**src/rtl/bft_pkg.sv**
```systemverilog
// Shared definitions for the BFT host injector: default packet layout,
// credit-return field width and FSM state encoding.
// Optional feature macro: RESEND_EN (adds the RESEND state).
package bft_pkg;

   // Default packet geometry
   localparam int unsigned PKT_PAYLOAD_BITS = 32;
   localparam int unsigned PKT_LEAF_BITS    = 5;
   localparam int unsigned PKT_PORT_BITS    = 4;
   localparam int unsigned PKT_ADDR_BITS    = 7;
   localparam int unsigned PKT_BITS         = 1 + PKT_LEAF_BITS + PKT_PORT_BITS
                                              + PKT_ADDR_BITS + PKT_PAYLOAD_BITS;

   // Default field offsets: [48] valid, [47:43] leaf, [42:39] port, [38:32] addr, [31:0] payload
   localparam int unsigned PKT_PAYLOAD_LSB = 0;
   localparam int unsigned PKT_ADDR_LSB    = PKT_PAYLOAD_LSB + PKT_PAYLOAD_BITS;
   localparam int unsigned PKT_PORT_LSB    = PKT_ADDR_LSB + PKT_ADDR_BITS;
   localparam int unsigned PKT_LEAF_LSB    = PKT_PORT_LSB + PKT_PORT_BITS;
   localparam int unsigned PKT_VALID_BIT   = PKT_LEAF_LSB + PKT_LEAF_BITS;

   // A credit return carries its freed-slot count in the low payload bits
   localparam int unsigned RET_CNT_BITS = 8;

   typedef struct packed {
      logic                        valid;
      logic [PKT_LEAF_BITS-1:0]    leaf;
      logic [PKT_PORT_BITS-1:0]    port;
      logic [PKT_ADDR_BITS-1:0]    addr;
      logic [PKT_PAYLOAD_BITS-1:0] payload;
   } bft_pkt_t;

   typedef enum logic [1:0] {
      ST_RUN   = 2'd0,
      ST_BLOCK = 2'd1
`ifdef RESEND_EN
      , ST_RESEND = 2'd2
`endif
   } bft_state_e;

endpackage

```
**src/rtl/bft_host_injector_if.sv**
```systemverilog
// Host/BFT side bundle of the injector. master = host + BFT driver, slave = injector.
// Optional feature macro: RESEND_EN (adds the resend request).
interface bft_host_injector_if #(
   parameter int unsigned PACKET_BITS   = 49,
   parameter int unsigned PAYLOAD_BITS  = 32,
   parameter int unsigned NUM_LEAF_BITS = 5,
   parameter int unsigned NUM_PORT_BITS = 4,
   parameter int unsigned NUM_ADDR_BITS = 7
);
   logic [PAYLOAD_BITS-1:0]  din_stream;
   logic                     vld_stream;
   logic                     ack_stream;
   logic [NUM_LEAF_BITS-1:0] dest_leaf;
   logic [NUM_PORT_BITS-1:0] dest_port;
   logic [PACKET_BITS-1:0]   dout_host2bft;
   logic [PACKET_BITS-1:0]   din_bft2host;
   logic [NUM_ADDR_BITS:0]   credits;
   logic                     credit_err;
`ifdef RESEND_EN
   logic                     resend;

   modport master (output din_stream, vld_stream, dest_leaf, dest_port, din_bft2host, resend,
                   input  ack_stream, dout_host2bft, credits, credit_err);
   modport slave  (input  din_stream, vld_stream, dest_leaf, dest_port, din_bft2host, resend,
                   output ack_stream, dout_host2bft, credits, credit_err);
`else
   modport master (output din_stream, vld_stream, dest_leaf, dest_port, din_bft2host,
                   input  ack_stream, dout_host2bft, credits, credit_err);
   modport slave  (input  din_stream, vld_stream, dest_leaf, dest_port, din_bft2host,
                   output ack_stream, dout_host2bft, credits, credit_err);
`endif
endinterface

```
**src/rtl/bft_credit_counter.sv**
```systemverilog
// Free-slot credit pool: per-cycle send/return arithmetic, saturation at the
// pool size and a sticky overflow flag.
module bft_credit_counter
   import bft_pkg::*;
#(
   parameter int unsigned NUM_ADDR_BITS = 7
) (
   input  logic                    clk,
   input  logic                    reset,
   input  logic                    send,
   input  logic [RET_CNT_BITS-1:0] ret_cnt,
   output logic [NUM_ADDR_BITS:0]  credits,
   output logic [NUM_ADDR_BITS:0]  credits_next_c,
   output logic                    credit_err
);
   localparam int unsigned CW   = NUM_ADDR_BITS + 1;
   localparam int unsigned SW   = ((CW > RET_CNT_BITS) ? CW : RET_CNT_BITS) + 1;
   localparam int unsigned POOL = 1 << NUM_ADDR_BITS;

   logic [CW-1:0] credits_q, credits_d;
   logic          err_q, err_d;
   logic [SW-1:0] sum_c;

   // Next credit value: send and return both apply, then clamp to the pool size
   always_comb begin
      err_d     = err_q;
      sum_c     = SW'(credits_q) + SW'(ret_cnt) - SW'(send);
      credits_d = CW'(sum_c);
      if (sum_c > SW'(POOL)) begin
         credits_d = CW'(POOL);
         err_d     = 1'b1;
      end
   end

   // Credit and error registers
   always_ff @(posedge clk) begin
      if (reset) begin
         credits_q <= CW'(POOL);
         err_q     <= 1'b0;
      end else begin
         credits_q <= credits_d;
         err_q     <= err_d;
      end
   end

   assign credits        = credits_q;
   assign credits_next_c = credits_d;
   assign credit_err     = err_q;

endmodule

```
**src/rtl/bft_host_injector.sv**
```systemverilog
// Host-to-BFT packet injector: wraps accepted host words into BFT packets,
// tracks leaf input-BRAM credits and stalls the host when the pool is empty.
// Optional feature macro: RESEND_EN (retransmit of the last packet on request).
module bft_host_injector
   import bft_pkg::*;
#(
   parameter int unsigned PACKET_BITS   = 49,
   parameter int unsigned PAYLOAD_BITS  = 32,
   parameter int unsigned NUM_LEAF_BITS = 5,
   parameter int unsigned NUM_PORT_BITS = 4,
   parameter int unsigned NUM_ADDR_BITS = 7
) (
   input  logic             clk,
   input  logic             reset,
   bft_host_injector_if.slave bus
);
   localparam int unsigned CW       = NUM_ADDR_BITS + 1;
   localparam int unsigned PORT_LSB = PAYLOAD_BITS + NUM_ADDR_BITS;

   bft_state_e               state_q, state_d;
   logic [NUM_ADDR_BITS-1:0] addr_q, addr_d;
   logic [PACKET_BITS-1:0]   dout_q, dout_d;
   logic [PACKET_BITS-1:0]   pkt_c;
   logic [RET_CNT_BITS-1:0]  ret_cnt_c;
   logic [CW-1:0]            credits_c, credits_next_c;
   logic                     ack_c, xfer_c;
`ifdef RESEND_EN
   logic [PACKET_BITS-1:0]   last_q, last_d;
`endif

   // Credit returns: valid packets addressed to the reserved port 0
   always_comb begin
      ret_cnt_c = '0;
      if (bus.din_bft2host[PACKET_BITS-1] &&
          (bus.din_bft2host[PORT_LSB +: NUM_PORT_BITS] == '0))
         ret_cnt_c = bus.din_bft2host[RET_CNT_BITS-1:0];
   end

   bft_credit_counter #(
      .NUM_ADDR_BITS (NUM_ADDR_BITS)
   ) u_credit (
      .clk            (clk),
      .reset          (reset),
      .send           (xfer_c),
      .ret_cnt        (ret_cnt_c),
      .credits        (credits_c),
      .credits_next_c (credits_next_c),
      .credit_err     (bus.credit_err)
   );

   // Accept only from RUN with credits left; resend request also stalls the host
`ifdef RESEND_EN
   assign ack_c = (credits_c != '0) && (state_q == ST_RUN) && !reset && !bus.resend;
`else
   assign ack_c = (credits_c != '0) && (state_q == ST_RUN) && !reset;
`endif
   assign xfer_c = bus.vld_stream && ack_c;
   assign pkt_c  = PACKET_BITS'({1'b1, bus.dest_leaf, bus.dest_port, addr_q, bus.din_stream});

   // Next state, output packet and address counter
   always_comb begin
      state_d = state_q;
      addr_d  = addr_q;
      dout_d  = '0;
`ifdef RESEND_EN
      last_d  = last_q;
`endif
      case (state_q)
         ST_RUN:   if (credits_next_c == '0) state_d = ST_BLOCK;
         ST_BLOCK: if (credits_next_c != '0) state_d = ST_RUN;
`ifdef RESEND_EN
         ST_RESEND: begin
            dout_d  = last_q;
            state_d = (credits_next_c != '0) ? ST_RUN : ST_BLOCK;
         end
`endif
         default:  state_d = ST_RUN;
      endcase
      if (xfer_c) begin
         dout_d = pkt_c;
         addr_d = addr_q + 1'b1;
`ifdef RESEND_EN
         last_d = pkt_c;
`endif
      end
`ifdef RESEND_EN
      if (bus.resend) begin
         state_d = ST_RESEND;
         dout_d  = '0;
      end
`endif
   end

   // State, address and output registers
   always_ff @(posedge clk) begin
      if (reset) begin
         state_q <= ST_RUN;
         addr_q  <= '0;
         dout_q  <= '0;
      end else begin
         state_q <= state_d;
         addr_q  <= addr_d;
         dout_q  <= dout_d;
      end
   end

`ifdef RESEND_EN
   // Copy of the last emitted packet for retransmission
   always_ff @(posedge clk) begin
      if (reset) last_q <= '0;
      else       last_q <= last_d;
   end

   assign bus.dout_host2bft = bus.resend ? '0 : dout_q;
`else
   assign bus.dout_host2bft = dout_q;
`endif
   assign bus.ack_stream = ack_c;
   assign bus.credits    = credits_c;

endmodule

```
**src/flat_wrapper.sv**
```systemverilog
// flat-port wrapper written by rule: the top's interface ports become plain ports
module bft_host_injector_flat import bft_pkg::*;
#(
   parameter int unsigned PACKET_BITS   = 49,
   parameter int unsigned PAYLOAD_BITS  = 32,
   parameter int unsigned NUM_LEAF_BITS = 5,
   parameter int unsigned NUM_PORT_BITS = 4,
   parameter int unsigned NUM_ADDR_BITS = 7
)
  (clk, reset, bus_din_stream, bus_vld_stream, bus_dest_leaf, bus_dest_port, bus_din_bft2host, bus_ack_stream, bus_dout_host2bft, bus_credits, bus_credit_err);
  bft_host_injector_if #(.PACKET_BITS(PACKET_BITS), .PAYLOAD_BITS(PAYLOAD_BITS), .NUM_LEAF_BITS(NUM_LEAF_BITS), .NUM_PORT_BITS(NUM_PORT_BITS), .NUM_ADDR_BITS(NUM_ADDR_BITS)) bus_i ();
  input  logic clk;
  input  logic reset;
  input wire logic [$bits(bus_i.din_stream)-1:0] bus_din_stream;
  input wire logic [$bits(bus_i.vld_stream)-1:0] bus_vld_stream;
  input wire logic [$bits(bus_i.dest_leaf)-1:0] bus_dest_leaf;
  input wire logic [$bits(bus_i.dest_port)-1:0] bus_dest_port;
  input wire logic [$bits(bus_i.din_bft2host)-1:0] bus_din_bft2host;
  output wire logic [$bits(bus_i.ack_stream)-1:0] bus_ack_stream;
  output wire logic [$bits(bus_i.dout_host2bft)-1:0] bus_dout_host2bft;
  output wire logic [$bits(bus_i.credits)-1:0] bus_credits;
  output wire logic [$bits(bus_i.credit_err)-1:0] bus_credit_err;
  assign bus_i.din_stream = bus_din_stream;
  assign bus_i.vld_stream = bus_vld_stream;
  assign bus_i.dest_leaf = bus_dest_leaf;
  assign bus_i.dest_port = bus_dest_port;
  assign bus_i.din_bft2host = bus_din_bft2host;
  assign bus_ack_stream = bus_i.ack_stream;
  assign bus_dout_host2bft = bus_i.dout_host2bft;
  assign bus_credits = bus_i.credits;
  assign bus_credit_err = bus_i.credit_err;
  bft_host_injector #(.PACKET_BITS(PACKET_BITS), .PAYLOAD_BITS(PAYLOAD_BITS), .NUM_LEAF_BITS(NUM_LEAF_BITS), .NUM_PORT_BITS(NUM_PORT_BITS), .NUM_ADDR_BITS(NUM_ADDR_BITS)) u_core (.clk(clk), .reset(reset), .bus(bus_i));
endmodule
```
**config.mk**
```make
export PLATFORM = sky130hd
export DESIGN_NAME = bft_host_injector_flat
export DESIGN_NICKNAME = d
export VERILOG_FILES = /design/src/rtl/bft_pkg.sv /design/src/rtl/bft_host_injector_if.sv /design/src/rtl/bft_credit_counter.sv /design/src/rtl/bft_host_injector.sv /design/src/flat_wrapper.sv
export SDC_FILE = /design/constraint.sdc
export NUM_CORES = 1
export LEC_CHECK = 0
export ABC_CLOCK_PERIOD_IN_PS = 4100
export BUFFER_PORTS_ARGS = -buffer_cell sky130_fd_sc_hd__buf_2
export CORE_MARGIN = 5
export CORE_UTILIZATION = 43
export DETAILED_ROUTE_END_ITERATION = 16
export PLACE_DENSITY = 0.79
export RECOVER_POWER = 100
export SLEW_MARGIN = 10
export SYNTH_ARGS = -nofsm -noshare
export SYNTH_HDL_FRONTEND = slang
export SYNTH_SLANG_ARGS = --single-unit
export TNS_END_PERCENT = 30
```
**constraint.sdc**
```tcl
create_clock -name clk -period 4.1 [get_ports clk]
set_input_delay 0.615 -clock clk [delete_from_list [all_inputs] [get_ports clk]]
set_output_delay 0.615 -clock clk [all_outputs]
set_load 0.1 [all_outputs]
```
Word level (Yosys, flattened, before mapping) --
Cells that the tools add are included.
Word-level totals: bits in registers 67, logic and storage cells 32
Operators by class: add/sub/neg operators 3, magnitude comparators 1, equal/unequal tests 3, mux-type cells 6, bitwise logic cells 1, reduce and logical (&&, ||, !) cells 12
Operators with widths (number):
- two-way mux 49 bit | 1
- two-way mux 8 bit | 2
- nonzero test 8 bit | 2
- adder 8 x 8 -> 9 bit | 1
- greater-than comparator 9 x 8 -> 1 bit, second input constant | 1
- subtractor 9 x 1 -> 9 bit | 1
- zero test 8 bit | 1
- adder 7 x 1 -> 7 bit, second input constant | 1
- logical AND 1 bit | 4
- zero test 4 bit | 1
- two-way mux 2 bit | 2
- one-hot mux 2 bit (2 select lines) | 1
- == test 2 x 1 -> 1 bit, second input constant | 1
- zero test 2 bit | 1
- inequality test 2 x 1 -> 1 bit, second input constant | 1
- inequality test 2 bit, second input constant | 1
- AND reduction 2 bit | 1
- OR reduction 2 bit | 1
- zero test 1 bit | 1
- inverter 1 bit | 1

Logic depth before layout (Yosys ltp) --
Gate-level depths: netlist of the first run.
depth in word-level cells 10, depth in mapped cells 14, depth with buffers taken out 13

Cells and area by module --
From an unflattened synthesis of the first run, not the netlist that was laid out.
Unflattened totals: cells, all modules 291, area total of the unflattened synthesis 2831.5 sq um
Modules (own cells, without submodules):
- bft_host_injector | instances 1, cells each 161, area each 1844.3 sq um
- bft_credit_counter | instances 1, cells each 130, area each 987.2 sq um

Worst setup path before layout of the first run --
Ideal clock, no wire load.
kind flip-flop to flip-flop, start register u_core.u_credit.credits_q[4] (netlist: u_core.u_credit.credits[4]), end register u_core.state_q[0], setup time 117 ps, arrival time 3806 ps, setup slack 177 ps, cell stages (with the launch flop) 15, path buffers 1, cell sequence dfxtp_1 > nor4_1 > a211oi_1 > and2_1 > buf_2 > xnor2_1 > ha_1 > inv_1 > fa_1 > and2b_1 > o31ai_2 > a22oi_1 > mux2_2 > nand2_2 > and4b_1
Between the ends: cells in the longest elaborated chain, start to end 10, elaborated cells on any way between the ends 13
Ends and longest elaborated chain:
- from (decl) | line bft_credit_counter.sv:20 | logic [CW-1:0] credits_q, credits_d;
- from (signal assigned) | line bft_credit_counter.sv:38 | credits_q <= CW'(POOL);
- from (signal assigned) | line bft_credit_counter.sv:41 | credits_q <= credits_d;
- branches (longest 4 deep; another with adder 8 x 8 -> 9 bit)
- subtractor 9 x 1 -> 9 bit * | line bft_credit_counter.sv:27 | sum_c = SW'(credits_q) + SW'(ret_cnt) - SW'(send);
- greater-than comparator 9 x 8 -> 1 bit | line bft_credit_counter.sv:29 | if (sum_c > SW'(POOL)) begin
- two-way mux 8 bit * | line bft_credit_counter.sv:29
- zero test 8 bit or nonzero test 8 bit (tied branches) | line bft_host_injector.sv:69, bft_host_injector.sv:70
- inequality test 2 bit (no line) or inequality test 2 x 1 -> 1 bit (tied branches)
- AND reduction 2 bit (no line) *
- to (signal assigned) | line bft_host_injector.sv:101 | state_q <= state_d;
- to (decl) | line bft_host_injector.sv:20 | bft_state_e state_q, state_d;
Mark *: on every way between the ends. A chain may end at the register's enable or synchronous reset.

Final worst setup path of the first run --
start register u_core.u_credit.credits_q[0] (netlist: u_core.u_credit.credits[0]), end register u_core.state_q[0]
Same word-level chain as after synthesis.

==> results of run 1 <==
[cells in the mapped netlist (2+ instances only)]
cell | number | share of area
buf_2 | 2 | 0.0039
clkbuf_1 | 12 | 0.017
a21oi_1 | 3 | 0.0058
nor2_1 | 17 | 0.025
o21a_1 | 4 | 0.012
inv_1 | 27 | 0.039
a211oi_1 | 2 | 0.0058
and2_1 | 2 | 0.0048
and3_1 | 50 | 0.12
nand3_1 | 3 | 0.0058
nand2_1 | 14 | 0.020
dfxtp_1 | 66 | 0.51
o21ai_0 | 2 | 0.0039
xnor2_1 | 3 | 0.010
ha_1 | 16 | 0.078
nor4_1 | 6 | 0.015
xor2_1 | 8 | 0.027
[worst max-delay path, delay by kind of cell, from the launching register on]
kind,cells,cell delay (ns)
AOI/OAI and AO/OA,3,0.49
xor gates and xnor gates,1,0.23
adders and majority gates,2,0.65
buffers and inverters,1,0.07
DFF,1,0.34
muxes,1,0.40
and+or+nand+nor,5,1.52
[kinds of logic after synthesis]
logic type      count (synthesis)  synth area share
fa+ha+maj                      17            0.0853
xor+xnor                       11            0.0373
simple gates                  100             0.214
buf+inv                        41            0.0606
flops                          66             0.512
compound gates                 25            0.0829
mux                             2           0.00824
[metal layers]
layer / vias up / share of wire / routed length, um
li1: 1120 / - / -
met1: 982 / 0.40 / 2460
met2: 88 / 0.48 / 2950
met3: 15 / 0.10 / 642
met4: 0 / 0.024 / 147
met5: - / 0 / 0
[layout make-up]
type	instances	share of cell area
Sequential cell	66	0.388
Tap cell	75	0.0276
Timing Repair Buffer	118	0.153
Clock buffer	9	0.0364
Inverter	27	0.0298
Clock inverter	7	0.0368
Multi-Input combinational cell	155	0.328
[through the flow]
stage	util	instances	area (um^2)	hold slack, ns	setup slack, ns
finish	0.578	457	3400	0.493	0.302
global route	0.578	457	3400	0.488	0.109
CTS	0.591	457	3480	0.486	0.412
detailed placement	0.549	441	3230	0.483	0.451
global placement	0.549	441	3230	0.461	0.452
floorplan	-	262	2580	0.471	0.177
[path summary, 6_finish.rpt]
path / cells past startpoint / startpoint / to / slack (ns)
worst max register to register: 13 / u_core.u_credit.credits[0] / u_core.state_q[0] / 0.30
worst min-delay path: 1 / u_core.addr_q[6] / u_core.bus.dout_host2bft[38] / 0.49
worst max-delay path: 13 / u_core.u_credit.credits[0] / u_core.state_q[0] / 0.30
worst min register to register: 1 / u_core.addr_q[6] / u_core.bus.dout_host2bft[38] / 0.49
[report_power, final]
group / total (mW) / internal (mW) / switching, mW / leakage [nW]
registers: 0.748 / 0.715 / 0.0339 / 0.539
logic: 1.21 / 0.301 / 0.910 / 1.01
clock network: 0.668 / 0.409 / 0.259 / 0.124
[flip-flops by register name, indices dropped and copies added, names as in the netlist]
register	flops
u_core.bus.dout_host2bft	49
u_core.u_credit.credit_err	1
u_core.addr_q	7
u_core.state_q	1
u_core.u_credit.credits	8
==> summary.md, run 1 <==
| Metric | Value |
|---|---|
| Required @ worst endpoint | `4.33 ns` |
| Commonest register cell after synthesis | `dfxtp_1` |
| Post-Syn Instances | `262` |
| Total iterations of the first detailed-routing run | `4` |
| DR DRC count | `0` |
| Fraction of final layout cells with drive strength greater than 1 | `0.215` |
| Number of synthesized flops with an enable pin | `0` |
| Headroom to the max-slew limit | `-0.0678` |
| Total core area | `0.00589 mm^2` |
| Pin count of the biggest net entering global routing | `50` |
| Area added between synthesis and finish | `31.8%` |
| Wire length of the first global-routing pass | `9.50 mm` |
| Longest individual stage delay on the worst path | `0.58 ns` |
| Most common cell after layout, fill and taps aside | `dfxtp_1` |
| Clock Root Buffer | `clkbuf_8` |
| Clock insertion delay at the later pin of the skew report | `0.34 ns` |
| Critical Path End Type | `flip-flop` |
| Hpwl dp | `4.68 mm` |
| Total I/O pin count | `152` |
| Cells along the critical path | `nor4_1 -> a211oi_4 -> and2_0 -> xnor2_1 -> ha_1 -> inv_1 -> fa_1 -> and2b_1 -> o31ai_2 -> a22oi_1 -> mux2_1 -> nand2_2 -> and4b_1` |
| Net Count, Synth | `372` |
| Proportion of synthesized chip area in sequential cells | `0.512` |
| Setup total negative slack | `0 ns` |
| Part of the cycle the worst path needs | `0.926` |
| Total power divided by cell area | `772 mW/mm^2` |
| Via count | `2205` |
| Input/output buffers | `115` |
| Unrepaired setup endpoints after global routing | `no` |
| Post-synthesis sequential element count | `66` |
| Post-synthesis async set-or-reset flop share | `0` |
| Floorplan die height | `87.5 um` |
| Overall Global Routing Usage | `0.160` |
| Post-CTS sizing | `0` |
| Worst-path clk slew | `0.07 ns` |
| Cell at the slowest stage of the critical path | `nor4_1` |
| Sequential standard cell area | `0.00132 mm^2` |
| Full die area | `0.00766 mm^2` |
| Most used cells in the layout excluding fill and tap cells | `dfxtp_1, clkbuf_1, buf_2` |
| Static leakage | `1.67 nW` |
| Starting density of the core | `0.439` |
| Hold buffers post-CTS | `0` |
| Largest driver fanout on the critical path | `7` |
| Routability congestion estimate | `0.892` |
| Crit start category | `flip-flop` |
| Antenna violation net count after detailed routing | `0` |
| Multi-input logic area | `0.00112 mm^2` |
| Synthesis Warnings | `0` |
| Clock Sink Count | `66` |
| TritonCTS clock tree | `done` |
| Per-cell routed wire length | `13.6 um` |
| Met2 track utilization from global routing | `0.266` |
| Syn_area_per_cell | `9.86 um^2` |
| Inserted Clock Buffers | `9` |
| Maximum resistive drop on vdd | `0.401 mV` |
| Total number of placement rows | `28` |
| Hold crit path type | `flip-flop to flip-flop` |
| Antenna fix cells | `0` |
| Crit Path Class | `flip-flop to flip-flop` |
| Drt total wl | `6.20 mm` |
| Met1 layer usage reported by global route | `0.180` |
| Netlist area before placement | `0.00258 mm^2` |
| Largest buffer count on any clock path | `2` |
| Max cap viols | `1` |
| Total Power | `2.63 mW` |
| Routing usage on met3 | `0.0539` |
| Routed vias/inst | `4.82` |
| Data arrival time of the worst path | `4.03 ns` |
| Distinct cell type count after synthesis | `42` |
| Final #Nets | `487` |
| Htree depth | `3` |
| Final global-route overflow total | `0` |
| Number of antenna violations at the first check in global routing | `0` |
| Global-route layer with the greatest usage | `met2` |
| Violations in the final reports | `max-capacitance violations, max-slew violations` |
| Final clock skew | `0.00760 ns` |
| DIE WIDTH | `87.5 um` |
| Starting DRC count in detailed routing | `74` |
| Final Max Slew Viols | `50` |
| Maximum frequency from static timing analysis | `263 MHz` |
| Crit path time final | `3.80 ns` |
| Number of fill cells | `537` |
| Number of failing hold endpoints at the final stage | `0` |
| # Post-CTS Setup Buffers | `0` |
| Vias in the first global route | `2123` |
| Slew at the pin closest to its max-slew limit | `1.60 ns` |
| Outcome | `finished with violations` |
| Final Setup Violations | `0` |
(Power assumes the default switching activity.)
==> run 2: changes to the inputs <==
- ABC_AREA: unset -> 1
- CORE_UTILIZATION: 43 -> 45
- PLACE_DENSITY: 0.79 -> 0.8
==> run 2 against run 1 <==
The flow now finishes without violations. Critical path depth up 8. Power up 12%. Clock power decreased by 12%. Highest routed layer unchanged. Register-to-register slack improved by 0.38 ns. First-iteration DRC count is 140% higher. Global-route usage fell by 0.75 points. Count of clock-buffer cells in the layout increased by 2. Final area rose by 6.0%. Synthesized cell count grew 38%. Setup slack improved by 0.38 ns. Via count increased by 12%. Die area grew 5.9%.
==> summary.md, run 2 <==
| Metric | Value |
|---|---|
| Outcome | `finished, final reports clean` |
| Drt total wl | `6.14 mm` |
| Final Setup Violations | `0` |
| Clock Root Buffer | `clkbuf_8` |
| Final clock skew | `0.00549 ns` |
| Final #Nets | `591` |
| Max cap viols | `0` |
| Largest buffer count on any clock path | `2` |
| Static leakage | `1.91 nW` |
| Vias in the first global route | `2361` |
| Critical Path End Type | `flip-flop` |
| Maximum frequency from static timing analysis | `293 MHz` |
| Fraction of synthesized area in multiplexers | `0` |
| Setup total negative slack | `0 ns` |
| XOR/XNOR Fraction of Synth Area | `0.0152` |
| Starting DRC count in detailed routing | `180` |
| DIE WIDTH | `90.1 um` |
| Placed Instance Area | `0.00352 mm^2` |
| Hold buffers post-CTS | `0` |
| Worst-path clk slew | `0.07 ns` |
| # Post-CTS Setup Buffers | `0` |
| DR DRC count | `0` |
| Via count | `2463` |
| Inserted Clock Buffers | `9` |
| Data arrival time of the worst path | `3.64 ns` |
| Post-synthesis sequential element count | `66` |
| Per-cell routed wire length | `10.9 um` |
| Overall Global Routing Usage | `0.153` |
| Most used cells in the layout excluding fill and tap cells | `inv_1, clkbuf_1, nand2_1, dfxtp_1, buf_2` |
| Total I/O pin count | `152` |
| Fraction of final layout cells with drive strength greater than 1 | `0.239` |
| Input/output buffers | `115` |
| Total number of placement rows | `29` |
| Total Power | `2.95 mW` |
| Multi-input logic area | `0.00111 mm^2` |
| Clock insertion delay at the later pin of the skew report | `0.33 ns` |
| Leading post-synthesis cells by instance count | `inv_1, dfxtp_1, nand2_1` |
| Crit. Startpoint | `u_core.u_credit.credits[1]` |
| Total iterations of the first detailed-routing run | `4` |
| Adder and majority cell fraction of the synthesized area | `0.0764` |
| Starting density of the core | `0.459` |
| Hold Path Origin | `u_core.addr_q[6]` |
| Htree depth | `3` |
| Final standard cell utilization of the core | `0.575` |
| Part of the cycle the worst path needs | `0.834` |
| Cell type with the largest total area after synthesis | `dfxtp_1` |
| TritonCTS clock tree | `done` |
| Syn_area_per_cell | `7.99 um^2` |
| Final Max Slew Viols | `0` |
| Hold crit path type | `flip-flop to flip-flop` |
| Number of antenna violations at the first check in global routing | `0` |
| Hpwl dp | `4.86 mm` |
| Floorplan die height | `90.1 um` |
| Area contributors post-synth | `dfxtp_1, inv_1, nand2_1` |
| Number of synthesized flops with an enable pin | `0` |
| Clock Sink Count | `66` |
| Commonest register cell after synthesis | `dfxtp_1` |
| Full die area | `0.00811 mm^2` |
| Antenna violation net count after detailed routing | `0` |
| Headroom to the max-slew limit | `0.157` |
| Total power divided by cell area | `818 mW/mm^2` |
| Combinational family with the most area after synthesis | `simple AND/OR/NAND/NOR gates` |
| Simple-gate portion of the synthesized area | `0.292` |
| Crit start category | `flip-flop` |
| Area added between synthesis and finish | `25.1%` |
| Total core area | `0.00628 mm^2` |
| Max reg flops | `49` |
| Post-synthesis async set-or-reset flop share | `0` |
| Final global-route overflow total | `0` |
| Post-Syn Instances | `361` |
| Minimum setup slack after placement | `0.621 ns` |
| Synthesis Warnings | `0` |
| Distinct cell type count after synthesis | `33` |
| Launch instance of the worst register-to-register path | `u_core.u_credit.credits[1]` |
| Maximum resistive drop on vdd | `0.471 mV` |
| Compound-cell area share of the yosys netlist | `0.0230` |
| Leading cell type by number of instances after synthesis | `inv_1` |
| Routability congestion estimate | `0.852` |
| Proportion of synthesized chip area in sequential cells | `0.458` |
| Crit path time final | `3.42 ns` |
| Routed vias/inst | `4.37` |
| Post-CTS sizing | `0` |
| Required @ worst endpoint | `4.32 ns` |
| Number of failing hold endpoints at the final stage | `0` |
| Unrepaired setup endpoints after global routing | `no` |
| Netlist area before placement | `0.00288 mm^2` |
| Most common cell after layout, fill and taps aside | `inv_1` |
| Net Count, Synth | `471` |
| Number of fill cells | `619` |
| Final Cell Area | `0.00361 mm^2` |
| Largest driver fanout on the critical path | `7` |
| Wire length of the first global-routing pass | `10.3 mm` |
| Antenna fix cells | `0` |
| Pin count of the biggest net entering global routing | `58` |
| Crit Path Class | `flip-flop to flip-flop` |
| Sequential standard cell area | `0.00133 mm^2` |
| Yosys top cell area share | `0.458` |
| Slew at the pin closest to its max-slew limit | `1.26 ns` |
| Smallest setup slack after layout | `0.682 ns` |
[run 2: cell types whose count changed after synthesis, moves of 10 or more]
cell | previous run | this run
nor2_1 | 17 | 46
nor2_2 | 0 | 19
nand3_1 | 3 | 16
nand2_1 | 14 | 55
inv_2 | 0 | 10
inv_1 | 27 | 80
clkbuf_1 | 12 | 1
and3_1 | 50 | 0
[run 2: worst max-delay path: stages (launching register included)]
cell	delay, ns
dfxtp_1	0.34
inv_1	0.09
nand4_2	0.10
nor4_1	0.08
nor3_4	0.31
nand2_1	0.16
nor2_1	0.21
clkinv_1	0.13
nand2_1	0.08
ha_1	0.17
inv_1	0.06
fa_1	0.53
inv_1	0.06
or2_1	0.20
nor2_1	0.08
nand3_1	0.08
nor2_1	0.11
nand3_2	0.07
nand2_1	0.15
nand2_4	0.10
o21ai_1	0.14
inv_1	0.05
[run 2: routing by layer]
| metal | part of all wire | GRT usage | vias up | routed length, um |
|---|---|---|---|---|
| met2 | 0.51 | 0.276 | 74 | 3160 |
| met4 | 0.013 | 0.0459 | 0 | 80 |
| met1 | 0.39 | 0.158 | 1079 | 2400 |
| met3 | 0.081 | 0.0684 | 6 | 495 |
| li1 | - | - | 1304 | - |
| met5 | 0 | 0 | - | 0 |
[run 2: worst paths after layout]
path / endpoint / slack (ns) / cells past startpoint
max reg2reg: u_core.u_credit.credit_err / 0.68 / 21
min: u_core.addr_q[6] / 0.46 / 2
min reg2reg: u_core.addr_q[6] / 0.46 / 2
max: u_core.u_credit.credit_err / 0.68 / 21
[run 2: kinds of logic after synthesis]
logic type	count (synthesis)
xor+xnor	5
simple gates	164
compound gates	11
buf+inv	98
flops	66
fa+ha+maj	17
[run 2: cell type report]
type / count / share of cell area
flip-flops and latches: 66 / 0.369
well taps: 77 / 0.0267
multi-input cells: 197 / 0.309
clock buffers: 11 / 0.0392
inverters: 91 / 0.0947
clock inverters: 5 / 0.0215
repair buffers: 116 / 0.140
[run 2: metrics by stage]
| step | hold slack [ns] | cells |
|---|---|---|
| after floorplan | 0.439 | 361 |
| after global placement | 0.442 | 547 |
| after detailed placement | 0.449 | 547 |
| after CTS | 0.462 | 563 |
| after global routing | 0.472 | 563 |
| final | 0.461 | 563 |
[run 2: where the power goes]
group | total, mW | switching (mW) | internal, mW
clock | 0.585 | 0.228 | 0.357
combinational | 1.60 | 1.21 | 0.394
sequential | 0.765 | 0.0367 | 0.728
